--- config.mk ---
export PLATFORM = sky130hd
export DESIGN_NAME = turn_controller_flat
export DESIGN_NICKNAME = d
export VERILOG_FILES = /design/src/rtl/game_pkg.sv /design/src/rtl/turn_controller_if.sv /design/src/rtl/free_col_finder.sv /design/src/rtl/turn_controller.sv /design/src/flat_wrapper.sv
export SDC_FILE = /design/constraint.sdc
export NUM_CORES = 1
export LEC_CHECK = 0
export CORE_MARGIN = 8
export CORE_UTILIZATION = 46
export CTS_BUF_LIST = sky130_fd_sc_hd__clkbuf_16
export CTS_CLUSTER_DIAMETER = 100
export CTS_CLUSTER_SIZE = 25
export DETAILED_ROUTE_END_ITERATION = 6
export PLACE_DENSITY = 0.76
export SETUP_SLACK_MARGIN = 0.2
export SLEW_MARGIN = 15
export SYNTH_ARGS = -nofsm -noshare
export SYNTH_HDL_FRONTEND = slang
export SYNTH_SLANG_ARGS = --single-unit
export TNS_END_PERCENT = 20
--- constraint.sdc ---
create_clock -name clk -period 1.9 [get_ports clk]
set_input_delay 0.19 -clock clk [delete_from_list [all_inputs] [get_ports clk]]
set_output_delay 0.19 -clock clk [all_outputs]
set_load 0.01 [all_outputs]
--- src/rtl/game_pkg.sv ---
// Shared types and constants for the lab 3 board-game turn sequencer.
package game_pkg;

    typedef enum logic [2:0] {
        IDLE,
        ARM,
        WAIT_MOVE,
        PLACE,
        CHECK,
        SWITCH,
        OVER
    } state_t;

    localparam logic P1 = 1'b0;
    localparam logic P2 = 1'b1;

    localparam logic [1:0] W_NONE = 2'b00;
    localparam logic [1:0] W_P1   = 2'b01;
    localparam logic [1:0] W_P2   = 2'b10;
    localparam logic [1:0] W_DRAW = 2'b11;

    function automatic logic [1:0] winner_code(input logic player);
        return (player == P2) ? W_P2 : W_P1;
    endfunction

endpackage

--- src/rtl/turn_controller_if.sv ---
// Bundle between the turn controller and its surroundings (players, board, turn timer).
interface turn_controller_if #(
    parameter int NUM_COLS = 7,
    parameter int COL_W    = 3
);
    logic                start_game;
    logic                move_valid;
    logic [COL_W-1:0]    move_col;
    logic [NUM_COLS-1:0] col_full;
    logic                board_done;
    logic                win;
    logic                board_full;
    logic                time_out;

    logic                timer_start;
    logic                timer_clear;
    logic                place_valid;
    logic [COL_W-1:0]    place_col;
    logic                current_player;
    logic                move_reject;
    logic                game_over;
    logic [1:0]          winner;

    modport master (
        output start_game, move_valid, move_col, col_full,
               board_done, win, board_full, time_out,
        input  timer_start, timer_clear, place_valid, place_col,
               current_player, move_reject, game_over, winner
    );

    modport slave (
        input  start_game, move_valid, move_col, col_full,
               board_done, win, board_full, time_out,
        output timer_start, timer_clear, place_valid, place_col,
               current_player, move_reject, game_over, winner
    );
endinterface

--- src/rtl/free_col_finder.sv ---
// Priority encoder: lowest-index column that is not full, plus an any-free flag.
module free_col_finder #(
    parameter int NUM_COLS = 7,
    parameter int COL_W    = 3
) (
    input  logic [NUM_COLS-1:0] col_full,
    output logic [COL_W-1:0]    free_idx,
    output logic                any_free
);

    // Scan downward so the lowest free column is the last one written.
    always_comb begin
        free_idx = '0;
        any_free = 1'b0;
        for (int i = NUM_COLS - 1; i >= 0; i--) begin
            if (!col_full[i]) begin
                free_idx = COL_W'(i);
                any_free = 1'b1;
            end
        end
    end

endmodule

--- src/rtl/turn_controller.sv ---
// Two-player turn sequencer: drives the turn timer, arbitrates moves, declares the outcome.
// Optional build macro AUTO_MOVE_EN: on timeout, auto-place in the lowest free column.
module turn_controller
    import game_pkg::*;
#(
    parameter int NUM_COLS     = 7,
    parameter int COL_W        = 3,
    parameter int MAX_TIMEOUTS = 3
) (
    input logic               clk,
    input logic               rst,
    turn_controller_if.slave  bus
);

    localparam int TO_W = $clog2(MAX_TIMEOUTS + 1);

    state_t           state;
    logic [TO_W-1:0]  timeout_cnt;
    logic [TO_W-1:0]  cnt_inc;
    logic             move_legal;
    logic [COL_W-1:0] free_idx;
    logic             any_free;

    logic             timer_start;
    logic             timer_clear;
    logic             place_valid;
    logic [COL_W-1:0] place_col;
    logic             current_player;
    logic             move_reject;
    logic             game_over;
    logic [1:0]       winner;

    free_col_finder #(.NUM_COLS(NUM_COLS), .COL_W(COL_W)) u_free (
        .col_full (bus.col_full),
        .free_idx (free_idx),
        .any_free (any_free)
    );

`ifndef AUTO_MOVE_EN
    wire unused_free = ^{free_idx, any_free};
`endif

    // Out-of-range columns never match any index, so they are illegal.
    always_comb begin
        move_legal = 1'b0;
        for (int i = 0; i < NUM_COLS; i++) begin
            if (bus.move_col == COL_W'(i) && !bus.col_full[i]) move_legal = 1'b1;
        end
    end

    assign cnt_inc = (timeout_cnt == TO_W'(MAX_TIMEOUTS)) ? timeout_cnt
                                                         : timeout_cnt + TO_W'(1);

    always_ff @(posedge clk or negedge rst) begin
        if (!rst) begin
            state          <= IDLE;
            timeout_cnt    <= '0;
            timer_start    <= 1'b0;
            timer_clear    <= 1'b1;
            place_valid    <= 1'b0;
            place_col      <= '0;
            current_player <= P1;
            move_reject    <= 1'b0;
            game_over      <= 1'b0;
            winner         <= W_NONE;
        end else begin
            move_reject <= 1'b0;
            case (state)
                IDLE, OVER: begin
                    if (bus.start_game) begin
                        state          <= ARM;
                        current_player <= P1;
                        timeout_cnt    <= '0;
                        game_over      <= 1'b0;
                        winner         <= W_NONE;
                        timer_clear    <= 1'b1;
                        timer_start    <= 1'b0;
                    end
                end
                ARM: begin
                    state       <= WAIT_MOVE;
                    timer_clear <= 1'b0;
                    timer_start <= 1'b1;
                end
                WAIT_MOVE: begin
                    if (bus.move_valid && move_legal) begin
                        place_col   <= bus.move_col;
                        place_valid <= 1'b1;
                        timer_start <= 1'b0;
                        timeout_cnt <= '0;
                        state       <= PLACE;
                    end else begin
                        if (bus.move_valid) move_reject <= 1'b1;
                        if (bus.time_out) begin
                            timeout_cnt <= cnt_inc;
                            timer_start <= 1'b0;
                            // Draw-by-timeouts takes precedence over any auto placement.
                            if (cnt_inc == TO_W'(MAX_TIMEOUTS)) begin
                                winner      <= W_DRAW;
                                game_over   <= 1'b1;
                                timer_clear <= 1'b1;
                                state       <= OVER;
                            end
`ifdef AUTO_MOVE_EN
                            else if (any_free) begin
                                place_col   <= free_idx;
                                place_valid <= 1'b1;
                                state       <= PLACE;
                            end
`endif
                            else begin
                                state <= SWITCH;
                            end
                        end
                    end
                end
                PLACE: begin
                    if (bus.board_done) begin
                        place_valid <= 1'b0;
                        state       <= CHECK;
                    end
                end
                CHECK: begin
                    if (bus.win) begin
                        winner      <= winner_code(current_player);
                        game_over   <= 1'b1;
                        timer_clear <= 1'b1;
                        state       <= OVER;
                    end else if (bus.board_full) begin
                        winner      <= W_DRAW;
                        game_over   <= 1'b1;
                        timer_clear <= 1'b1;
                        state       <= OVER;
                    end else begin
                        state <= SWITCH;
                    end
                end
                SWITCH: begin
                    current_player <= ~current_player;
                    timer_clear    <= 1'b1;
                    state          <= ARM;
                end
                default: state <= IDLE;
            endcase
        end
    end

    assign bus.timer_start    = timer_start;
    assign bus.timer_clear    = timer_clear;
    assign bus.place_valid    = place_valid;
    assign bus.place_col      = place_col;
    assign bus.current_player = current_player;
    assign bus.move_reject    = move_reject;
    assign bus.game_over      = game_over;
    assign bus.winner         = winner;

endmodule

--- src/flat_wrapper.sv ---
// flat-port wrapper written by rule: the top's interface ports become plain ports
module turn_controller_flat import game_pkg::*;
#(
    parameter int NUM_COLS     = 7,
    parameter int COL_W        = 3,
    parameter int MAX_TIMEOUTS = 3
)
  (clk, rst, bus_start_game, bus_move_valid, bus_move_col, bus_col_full, bus_board_done, bus_win, bus_board_full, bus_time_out, bus_timer_start, bus_timer_clear, bus_place_valid, bus_place_col, bus_current_player, bus_move_reject, bus_game_over, bus_winner);
  turn_controller_if #(.NUM_COLS(NUM_COLS), .COL_W(COL_W)) bus_i ();
  input logic clk;
  input logic rst;
  input wire logic [$bits(bus_i.start_game)-1:0] bus_start_game;
  input wire logic [$bits(bus_i.move_valid)-1:0] bus_move_valid;
  input wire logic [$bits(bus_i.move_col)-1:0] bus_move_col;
  input wire logic [$bits(bus_i.col_full)-1:0] bus_col_full;
  input wire logic [$bits(bus_i.board_done)-1:0] bus_board_done;
  input wire logic [$bits(bus_i.win)-1:0] bus_win;
  input wire logic [$bits(bus_i.board_full)-1:0] bus_board_full;
  input wire logic [$bits(bus_i.time_out)-1:0] bus_time_out;
  output wire logic [$bits(bus_i.timer_start)-1:0] bus_timer_start;
  output wire logic [$bits(bus_i.timer_clear)-1:0] bus_timer_clear;
  output wire logic [$bits(bus_i.place_valid)-1:0] bus_place_valid;
  output wire logic [$bits(bus_i.place_col)-1:0] bus_place_col;
  output wire logic [$bits(bus_i.current_player)-1:0] bus_current_player;
  output wire logic [$bits(bus_i.move_reject)-1:0] bus_move_reject;
  output wire logic [$bits(bus_i.game_over)-1:0] bus_game_over;
  output wire logic [$bits(bus_i.winner)-1:0] bus_winner;
  assign bus_i.start_game = bus_start_game;
  assign bus_i.move_valid = bus_move_valid;
  assign bus_i.move_col = bus_move_col;
  assign bus_i.col_full = bus_col_full;
  assign bus_i.board_done = bus_board_done;
  assign bus_i.win = bus_win;
  assign bus_i.board_full = bus_board_full;
  assign bus_i.time_out = bus_time_out;
  assign bus_timer_start = bus_i.timer_start;
  assign bus_timer_clear = bus_i.timer_clear;
  assign bus_place_valid = bus_i.place_valid;
  assign bus_place_col = bus_i.place_col;
  assign bus_current_player = bus_i.current_player;
  assign bus_move_reject = bus_i.move_reject;
  assign bus_game_over = bus_i.game_over;
  assign bus_winner = bus_i.winner;
  turn_controller #(.NUM_COLS(NUM_COLS), .COL_W(COL_W), .MAX_TIMEOUTS(MAX_TIMEOUTS)) u_core (.clk(clk), .rst(rst), .bus(bus_i));
endmodule
; Word-level counts from Yosys, hierarchy flattened
; Index checks and enable logic that the tools add are counted.
[word_totals]
latchBits = 0
mem_bits_ro = 0
reg_bits = 16
out_inout_bits = 11
ram_bits = 0
memories = 0
elab_cells = 112
in_bits = 18
[op_classes]
add_sub_neg = 1
reduce_logical = 32
muxes = 46
div = 0
n_lt_le_gt_ge = 0
n_mul = 0
bitwise = 1
eq_ne = 22
shifts = 0
[ops]
columns = cell, n
row1 = 2-to-1 mux 2 bit, 12
row2 = 2-to-1 mux 1 bit, 21
row3 = == test 3 bit (second input constant), 6
row4 = case mux 3 bit (6 select lines), 1
row5 = 2-to-1 mux 3 bit, 5
row6 = == test 3 x 2 -> 1 bit (second input constant), 4
row7 = AND reduction 3 bit, 4
row8 = AND reduction 6 bit, 2
row9 = logical AND 1 bit, 8
row10 = inequality test 2 bit (second input constant), 4
row11 = zero test 1 bit, 7
row12 = == test 3 x 1 -> 1 bit (second input constant), 2
row13 = zero test 3 bit, 2
row14 = case mux 1 bit (3 select lines), 2
row15 = case mux 2 bit (3 select lines), 1
row16 = nonzero test 2 bit, 3
row17 = nonzero test 3 bit, 2
row18 = case mux 1 bit (5 select lines), 1
row19 = nonzero test 5 bit, 1
row20 = == test 2 bit (second input constant), 2
row21 = inequality test 2 x 1 -> 1 bit (second input constant), 2
row22 = case mux 1 bit (2 select lines), 2
row23 = case mux 2 bit (2 select lines), 1
row24 = AND reduction 2 bit, 2
row25 = other kinds (5), 5

; Longest topological paths before layout
; Gate-level depths: netlist (run 1).
[depth]
ltp_word = 12
mapped_depth = 6
mapped_depth_nobuf = 5

; Worst setup path before layout (run 1)
; No wires, ideal clock.
[synth_path]
path_kind = register to register
startpoint = reg u_core.state[0]
endpoint = reg u_core.winner[0], in the netlist u_core.bus.winner[0]
setup_time_ns = 0.127
required_ns = 1.773
slack_ns = 0.211
synth_period_minus_slack_ns = 1.689
path_stages_with_launch = 7
path_buffers = 1
arrival_ns = 1.562
path_cell_list = dfrtp_1 -> buf_2 -> or3b_2 -> nor2_1 -> a31oi_4 -> and2b_2 -> o32a_2
[synth_between]
elab_chain_len = 4
elab_cells_between_ends = 13
cone_classes = 8 x eq/ne / 1 x mux / 4 x reduce/logical
[synth_lines]
columns = element, line
row1 = "start, declared", turn_controller.sv:17  ; state_t state;
row2 = "start signal, assigned", turn_controller.sv:56  ; state <= IDLE;
row3 = "start signal, assigned", turn_controller.sv:71  ; state <= ARM;
row4 = "start signal, assigned", turn_controller.sv:81  ; state <= WAIT_MOVE;
row5 = == test 3 bit or zero test 3 bit (tied branches), turn_controller.sv:68  ; case (state)
row6 = OR reduction 2 bit, turn_controller.sv:68
row7 = inequality test 2 bit (no line) or nonzero test 3 bit (tied branches), -
row8 = AND reduction 6 bit (no line), -
row9 = "end signal, assigned", turn_controller.sv:125  ; winner <= winner_code(current_player);
row10 = "end, declared", turn_controller.sv:31  ; logic [1:0] winner;
; Several ways; a longest one is shown, not always the timed one.
; A chain may end at the register's enable or synchronous reset.

; Worst setup path in the final report (run 1)
[layout_path]
startpoint = reg u_core.state[2]
endpoint = reg u_core.winner[1], in the netlist u_core.bus.winner[1]
; The elaborated chain is that of the path after synthesis.

==> summary.md, run 1 <==
| Metric | Value |
|---|---|
| Run status | complete, no violations |
| EDFF count, synth | 0 |
| Flop2flop setup slack | 0.21 ns |
| Critical Path Sink Type | flop |
| Netlist cell types | 35 |
| Largest net degree at the start of global routing | 19 |
| Worst min-delay path class | in -> async |
| Final min period | 1.69 ns |
| Gate count of the mapped netlist | 110 |
| First-pass GRT wire length | 4.33 mm |
| Core Region | 2130 sq um |
| Required time at the worst-slack endpoint | 2.03 ns |
| Mapped Area | 1000 sq um |
| Number of buffers and inverters on the critical path | 0 |
| Clk Latency, worst-skew pair | 0.25 ns |
| Antenna-violating nets left | 0 |
| Peak VDD IR | 0.00112 V |
| Routed Wire Length | 3.00 mm |
| CTS HTree Levels | 1 |
| Port-buffer cells | 28 |
| Placer congestion estimate | 0.915 |
| Clock tree skew after final layout | 0.00491 ns |
| Final setup violation count | 0 |
| Most common cell after layout, fill and taps aside | sky130_fd_sc_hd__clkdlybuf4s50_1 |
| Non-Filler Instances | 173 |
| FF-to-FF End | u_core.bus.winner[1]$_DFFE_PN0P_ |
| Hold slack final | 0.266 ns |
| Placed cell count | 168 |
| Depth of the worst register-to-register path | 5 |
| Ant. Diodes | 0 |
| Vias in the first global route | 932 |
| Count of maximum capacitance violations | 0 |
| Synthesized Nets | 128 |
| Leakage component of the power | 0.682 nW |
| Highest cell delay on the worst timing path | 0.46 ns |
| Leading register cell type out of synthesis | sky130_fd_sc_hd__dfrtp_1 |
| Maximum fanout along the worst path | 7 |
| Initial antenna violation count | 0 |
| Count of TritonRoute iterations in the first routing pass | 5 |
| Fraction of synthesis flops using an asynchronous set or reset pin | 1.00 |
| Synth Warn # | 0 |
| DR WL/cell | 17.3 microns |
| Clock Pin Slew Worst Setup and Hold Paths | 0.05 ns |
| Commonest non-fill, non-tap cells in the layout | sky130_fd_sc_hd__clkdlybuf4s50_1, sky130_fd_sc_hd__a21oi_1, sky130_fd_sc_hd__dfrtp_1 |
| List of cells traversed by the critical path | nor2b_1 -> or2_2 -> o21ai_4 -> and2b_2 -> o32a_2 |
| Number of clock sinks | 16 |
| Boundary pin count | 29 |
| Maximum clock frequency | 590 MHz |
| Pre-CTS worst setup slack | -0.228 ns |
| Max-slew headroom | 0.734 |
| Total power density per cell area | 1640 nW/um^2 |
| Width of the die | 62.6 microns |
| Hold Buf Count CTS | 0 |
| Average vias per placed instance | 5.78 |
| Setup repair after global routing missed its margin | yes |
| DP Wirelength | 2.07 mm |
| Starting Density | 0.471 |
| CTS tree | yes |
| Max-slew violation total from the final report | 0 |
| Synthesis-stage register bit count | 16 |
| Share of post-route cells with drive strength above 1 | 0.269 |
| Slowest cell on the critical path | sky130_fd_sc_hd__dfrtp_2 |
| Vertical die dimension | 62.6 microns |
| Setup crit start kind | flop |
| Number of rows created at floorplan | 17 |
| Number of buffers created by CTS | 3 |
| Total design power | 2.50 mW |
| Register area share after synthesis | 0.401 |
| DRC violations left | 0 |
| Worst EP arrival | 1.82 ns |
| Detailed Route Iter0 Violations | 37 |
| Die Outline Area | 3920 sq um |
| Via count | 1,000 |
| Worst setup path class | reg -> reg |
| Maximum count of clock buffers along a single path | 2 |
| Endpoints failing hold | 0 |
| Synth-to-Final Area Change | 51.9% |
| Synth Area per Inst | 9.10 sq um |
| Post-route fraction of the period consumed by the critical path | 0.892 |
| Clock root buffer | sky130_fd_sc_hd__clkbuf_16 |
| Family with the most delay on the worst path | simple AND/OR/NAND/NOR gates |
| TNS Setup | 0 ns |
| Measured slew at the worst slew-check pin | 0.399 ns |
| GRT Overall Usage | 0.133 |
| Minimum setup slack in the final design | 0.206 ns |
| Launch instance of the worst register-to-register path | u_core.state[2]$_DFFE_PN0P_ |
| Leftover overflow at the end of global routing | 0 |
| Number of nets in the layout | 164 |
==> worst register-to-register path: cells and delay by family, from the launching register on <==
kind / cells / cell delay, ns
compound gates: 2 / 0.36
flops: 1 / 0.46
simple gates: 3 / 0.76
==> state kept, by name, indices dropped and copies added (netlist names), 2 cells and up <==
name / flops
u_core.bus.place_col: 3
u_core.bus.winner: 2
u_core.state: 3
u_core.timeout_cnt: 2
==> cells in the mapped netlist, types with 2 or more instances <==
master / count / area, sq um
sky130_fd_sc_hd__a21oi_1: 15 / 75.1
sky130_fd_sc_hd__dfrtp_1: 15 / 375
sky130_fd_sc_hd__nor2_1: 14 / 52.6
sky130_fd_sc_hd__nand2_1: 10 / 37.5
sky130_fd_sc_hd__o21ai_0: 6 / 30.0
sky130_fd_sc_hd__mux2_2: 4 / 45.0
sky130_fd_sc_hd__a31oi_1: 3 / 18.8
sky130_fd_sc_hd__clkbuf_1: 3 / 11.3
sky130_fd_sc_hd__inv_1: 3 / 11.3
sky130_fd_sc_hd__mux2i_1: 3 / 30.0
sky130_fd_sc_hd__nor2b_1: 3 / 18.8
sky130_fd_sc_hd__a211oi_1: 2 / 15.0
sky130_fd_sc_hd__a221oi_1: 2 / 17.5
sky130_fd_sc_hd__and2b_2: 2 / 17.5
sky130_fd_sc_hd__buf_2: 2 / 10.0
sky130_fd_sc_hd__nand2b_1: 2 / 12.5
sky130_fd_sc_hd__o31ai_1: 2 / 15.0
sky130_fd_sc_hd__o32a_2: 2 / 22.5
==> where the power goes <==
group          switching, mW  internal [mW]
combinational          0.703          0.733
sequential             0.142          0.507
clock                  0.135          0.279
total                  0.980           1.52
==> cells by family (layout without fill, tap and decap cells) <==
kind of cell           Yosys count  in the layout  share of synthesized area
flip-flops                      16             16                      0.401
buffers and inverters            9             44                     0.0437
AND/OR/NAND/NOR                 37             37                      0.188
multiplexers                     8              8                     0.0975
AO/OA/AOI/OAI                   40             40                      0.270
==> metal layers <==
layer,global-route usage,routed length (microns)
met4,0.0342,30
met1,0.145,1140
met5,0,0
met3,0.0484,178
met2,0.237,1650
==> repair_timing <==
item                                    in CTS  in global routing
setup buffers                                0                  1
resized for setup                            5                 22
endpoints found under the setup margin      13                  5
pin swaps                                    0                  2
==> worst max path at each step <==
stage,from,end,slack [ns],cells after the start
after global placement,bus_move_col[0],u_core.state[1]$_DFFE_PN0P_,-0.17,7
after global routing,u_core.state[0]$_DFFE_PN0P_,u_core.state[1]$_DFFE_PN0P_,0.19,5
after detailed placement,bus_move_col[0],u_core.state[0]$_DFFE_PN0P_,-0.23,7
after floorplan,u_core.state[0]$_DFFE_PN0P_,u_core.bus.winner[0]$_DFFE_PN0P_,0.21,6
after CTS,bus_col_full[0],u_core.state[0]$_DFFE_PN0P_,0.19,7
final,u_core.state[2]$_DFFE_PN0P_,u_core.bus.winner[1]$_DFFE_PN0P_,0.21,5
==> cell type report <==
| type | instances | area [sq um] |
|---|---|---|
| Inverter | 3 | 11.3 |
| Clock inverter | 1 | 3.75 |
| Sequential cell | 16 | 404 |
| Clock buffer | 3 | 75.1 |
| Timing Repair Buffer | 37 | 374 |
| Tap cell | 28 | 35.0 |
| Fill cell | 152 | 607 |
| Multi-Input combinational cell | 85 | 617 |
==> through the flow <==
step,util,instance area (sq um)
floorplan,-,1000
global placement,0.632,1340
detailed placement,0.632,1340
CTS,0.671,1430
global route,0.715,1520
finish,0.715,1520
Power figures use the tool's default switching activity.
==> run 2, diff against run 1 <==
--- a/config.mk
+++ b/config.mk
@@ -5,6 +5,7 @@
 export SDC_FILE = /design/constraint.sdc
 export NUM_CORES = 1
 export LEC_CHECK = 0
+export CORE_ASPECT_RATIO = 0.8
 export CORE_MARGIN = 8
 export CORE_UTILIZATION = 46
 export CTS_BUF_LIST = sky130_fd_sc_hd__clkbuf_16
==> run 2 against run 1 <==
Net effect:
- combinational power rose by 4%
- clock skew is 0.0038 ns lower
- maximum frequency rose by 2.2%
- wire length decreased by 2.2%
- final area shrank 1.5%
- sequential cell count stayed put
- clock power down 2%
- cell count decreased by 0.58%
- critical endpoint unchanged
==> summary.md, run 2 (synthesized netlist as in run 1, its figures left out) <==
| Metric | Value |
|---|---|
| Die Outline Area | 3930 sq um (was 3920 sq um) |
| Max-slew violation total from the final report | 0 (unchanged) |
| Post-route fraction of the period consumed by the critical path | 0.872 (was 0.892) |
| Clock tree skew after final layout | 0.00108 ns (was 0.00491 ns) |
| Clk Latency, worst-skew pair | 0.25 ns (about the same) |
| Most repeated library cell on the critical path | sky130_fd_sc_hd__buf_4 |
| Commonest non-fill, non-tap cells in the layout | sky130_fd_sc_hd__clkdlybuf4s50_1, sky130_fd_sc_hd__a21oi_1, sky130_fd_sc_hd__dfrtp_1 (unchanged) |
| Placed cell count | 166 (was 168) |
| Run status | complete, no violations (unchanged) |
| Number of inserted filler cells in the final layout | 154 (was 152) |
| Ant. Diodes | 0 (unchanged) |
| Critical Path Sink Type | flop (unchanged) |
| Setup crit start kind | flop (unchanged) |
| Worst setup path class | reg -> reg (unchanged) |
| Final min period | 1.66 ns (was 1.69 ns) |
| Maximum clock frequency | 603 MHz (was 590 MHz) |
| Required time at the worst-slack endpoint | 2.03 ns (about the same) |
| Total power density per cell area | 1690 nW/um^2 (was 1640 nW/um^2) |
| Number of rows created at floorplan | 15 (was 17) |
| Core Region | 2100 sq um (was 2130 sq um) |
| Vertical die dimension | 57.7 microns (was 62.6 microns) |
| CTS HTree Levels | 1 (unchanged) |
| Average vias per placed instance | 5.84 (was 5.78) |
| Leftover overflow at the end of global routing | 0 (unchanged) |
| Vias in the first global route | 1,049 (was 932) |
| Via count | 1,005 (was 1,000) |
| Detailed Route Iter0 Violations | 78 (was 37) |
| Max-slew headroom | 0.725 (was 0.734) |
| Setup repair after global routing missed its margin | yes (unchanged) |
| Maximum fanout along the worst path | 6 (was 7) |
| DR WL/cell | 17.0 microns (was 17.3 microns) |
| Worst min-delay path class | in -> async (unchanged) |
| Leakage component of the power | 0.635 nW (was 0.682 nW) |
| Number of nets in the layout | 166 (was 164) |
| Clock root buffer | sky130_fd_sc_hd__clkbuf_16 (unchanged) |
| Maximum count of clock buffers along a single path | 2 (unchanged) |
| DRC violations left | 0 (unchanged) |
| List of cells traversed by the critical path | buf_4 -> nor2_2 -> a221oi_2 -> buf_4 -> o21ai_4 -> and2b_2 -> o32a_2 (was nor2b_1 -> or2_2 -> o21ai_4 -> and2b_2 -> o32a_2) |
| Placer congestion estimate | 0.940 (was 0.915) |
| Flip-flop and latch area | 403 sq um (was 404 sq um) |
| Clock Pin Slew Worst Setup and Hold Paths | 0.05 ns (about the same) |
| Count of maximum capacitance violations | 0 (unchanged) |
| GRT Overall Usage | 0.164 (was 0.133) |
| Final setup violation count | 0 (unchanged) |
| Highest cell delay on the worst timing path | 0.46 ns (about the same) |
| Share of post-route cells with drive strength above 1 | 0.279 (was 0.269) |
| Antenna-violating nets left | 0 (unchanged) |
| Number of clock sinks | 16 (unchanged) |
| Hold slack final | 0.261 ns (was 0.266 ns) |
| Top flop regs | u_core.bus.place_col: 3 flops, u_core.state: 3 flops (unchanged) |
| Most common cell after layout, fill and taps aside | sky130_fd_sc_hd__clkdlybuf4s50_1 (unchanged) |
| DP Wirelength | 2.19 mm (was 2.07 mm) |
| Slowest cell on the critical path | sky130_fd_sc_hd__dfrtp_2 (unchanged) |
| Total design power | 2.53 mW (was 2.50 mW) |
| Synth-to-Final Area Change | 49.6% (was 51.9%) |
| Largest net degree at the start of global routing | 19 (unchanged) |
| Starting Density | 0.476 (was 0.471) |
| Endpoints failing hold | 0 (unchanged) |
| Measured slew at the worst slew-check pin | 0.412 ns (was 0.399 ns) |
| Worst EP arrival | 1.78 ns (was 1.82 ns) |
| Boundary pin count | 29 (unchanged) |
| Number of buffers created by CTS | 3 (unchanged) |
| Non-Filler Instances | 172 (was 173) |
| Multi-input gate area | 618 sq um (was 617 sq um) |
| Width of the die | 68.2 microns (was 62.6 microns) |
| Port-buffer cells | 28 (unchanged) |
| Peak VDD IR | 0.000967 V (was 0.00112 V) |
| Routed Wire Length | 2.93 mm (was 3.00 mm) |
| Count of TritonRoute iterations in the first routing pass | 4 (was 5) |
| First-pass GRT wire length | 4.86 mm (was 4.33 mm) |
| Initial antenna violation count | 0 (unchanged) |
| CTS tree | yes (unchanged) |
## run 2: repair_timing
item / 4_1_cts / 5_1_grt
resized for setup: 17 / 14
pin swaps: 3 / 3
endpoints found under the hold margin: 0 / 0
setup endpoints to repair: 11 / 11
hold buffers: 0 / 0
setup buffers: 1 / 1
## run 2: final timing paths
| check | depth (start not counted) | to | slack [ns] | startpoint |
|---|---|---|---|---|
| min reg2reg | 1 | u_core.bus.winner[1]$_DFFE_PN0P_ | 0.49 | u_core.bus.winner[1]$_DFFE_PN0P_ |
| min | 2 | u_core.bus.current_player$_DFFE_PN0P_ | 0.26 | rst |
| max reg2reg | 7 | u_core.bus.winner[1]$_DFFE_PN0P_ | 0.24 | u_core.state[2]$_DFFE_PN0P_ |
| min in group clk | 2 | u_core.bus.place_col[0]$_DFFE_PN0P_ | 0.29 | bus_move_col[0] |
| max in group asynchronous | 2 | u_core.bus.timer_clear$_DFFE_PN1P_ | 1.39 | rst |
| max | 7 | u_core.bus.winner[1]$_DFFE_PN0P_ | 0.24 | u_core.state[2]$_DFFE_PN0P_ |
## run 2: worst max-delay path, delay by kind of cell, from the launching register on
family | cells | cell delay [ns]
buffers and inverters | 2 | 0.34
and+or+nand+nor | 2 | 0.40
AOI/OAI and AO/OA | 3 | 0.34
DFF | 1 | 0.46
## run 2: per-layer routing
layer | part of all wire | wire length [microns] | global-route usage
met3 | 0.071 | 208 | 0.0538
met5 | 0 | 0 | 0
met1 | 0.41 | 1220 | 0.202
met4 | 0.025 | 72 | 0.0554
met2 | 0.49 | 1440 | 0.261
## run 2: power by group
group / switching, mW / total [mW] / internal [mW]
clock: 0.126 / 0.404 / 0.279
sequential: 0.124 / 0.630 / 0.505
combinational: 0.729 / 1.50 / 0.767
total: 0.979 / 2.53 / 1.55
## run 2: area by class of cell
type                       count  share of cell area
timing repair buffer          39               0.237
multi-input combinational     85               0.413
inverter                       3             0.00752
clock buffer                   3              0.0501
sequential                    16               0.269
tap                           25              0.0209
clock inverter                 1             0.00251
## run 2: stage by stage
stage	TNS (ns)	instance area, sq um	setup WS, ns	util
after floorplan	0	1000	0.211	-
final	0	1500	0.242	0.713
after CTS	0	1460	0.194	0.695
after detailed placement	-2.11	1350	-0.256	0.641
after global routing	0	1500	0.187	0.713
after global placement	-1.66	1350	-0.204	0.641
==> run 3, diff against run 2 <==
--- a/config.mk
+++ b/config.mk
@@ -12,6 +12,7 @@
 export CTS_CLUSTER_DIAMETER = 100
 export CTS_CLUSTER_SIZE = 25
 export DETAILED_ROUTE_END_ITERATION = 6
+export HOLD_SLACK_MARGIN = 0.03
 export PLACE_DENSITY = 0.76
 export SETUP_SLACK_MARGIN = 0.2
 export SLEW_MARGIN = 15
==> results of run 3 <==
No change in the layout: final DEF, timing and power equal those of run 2.
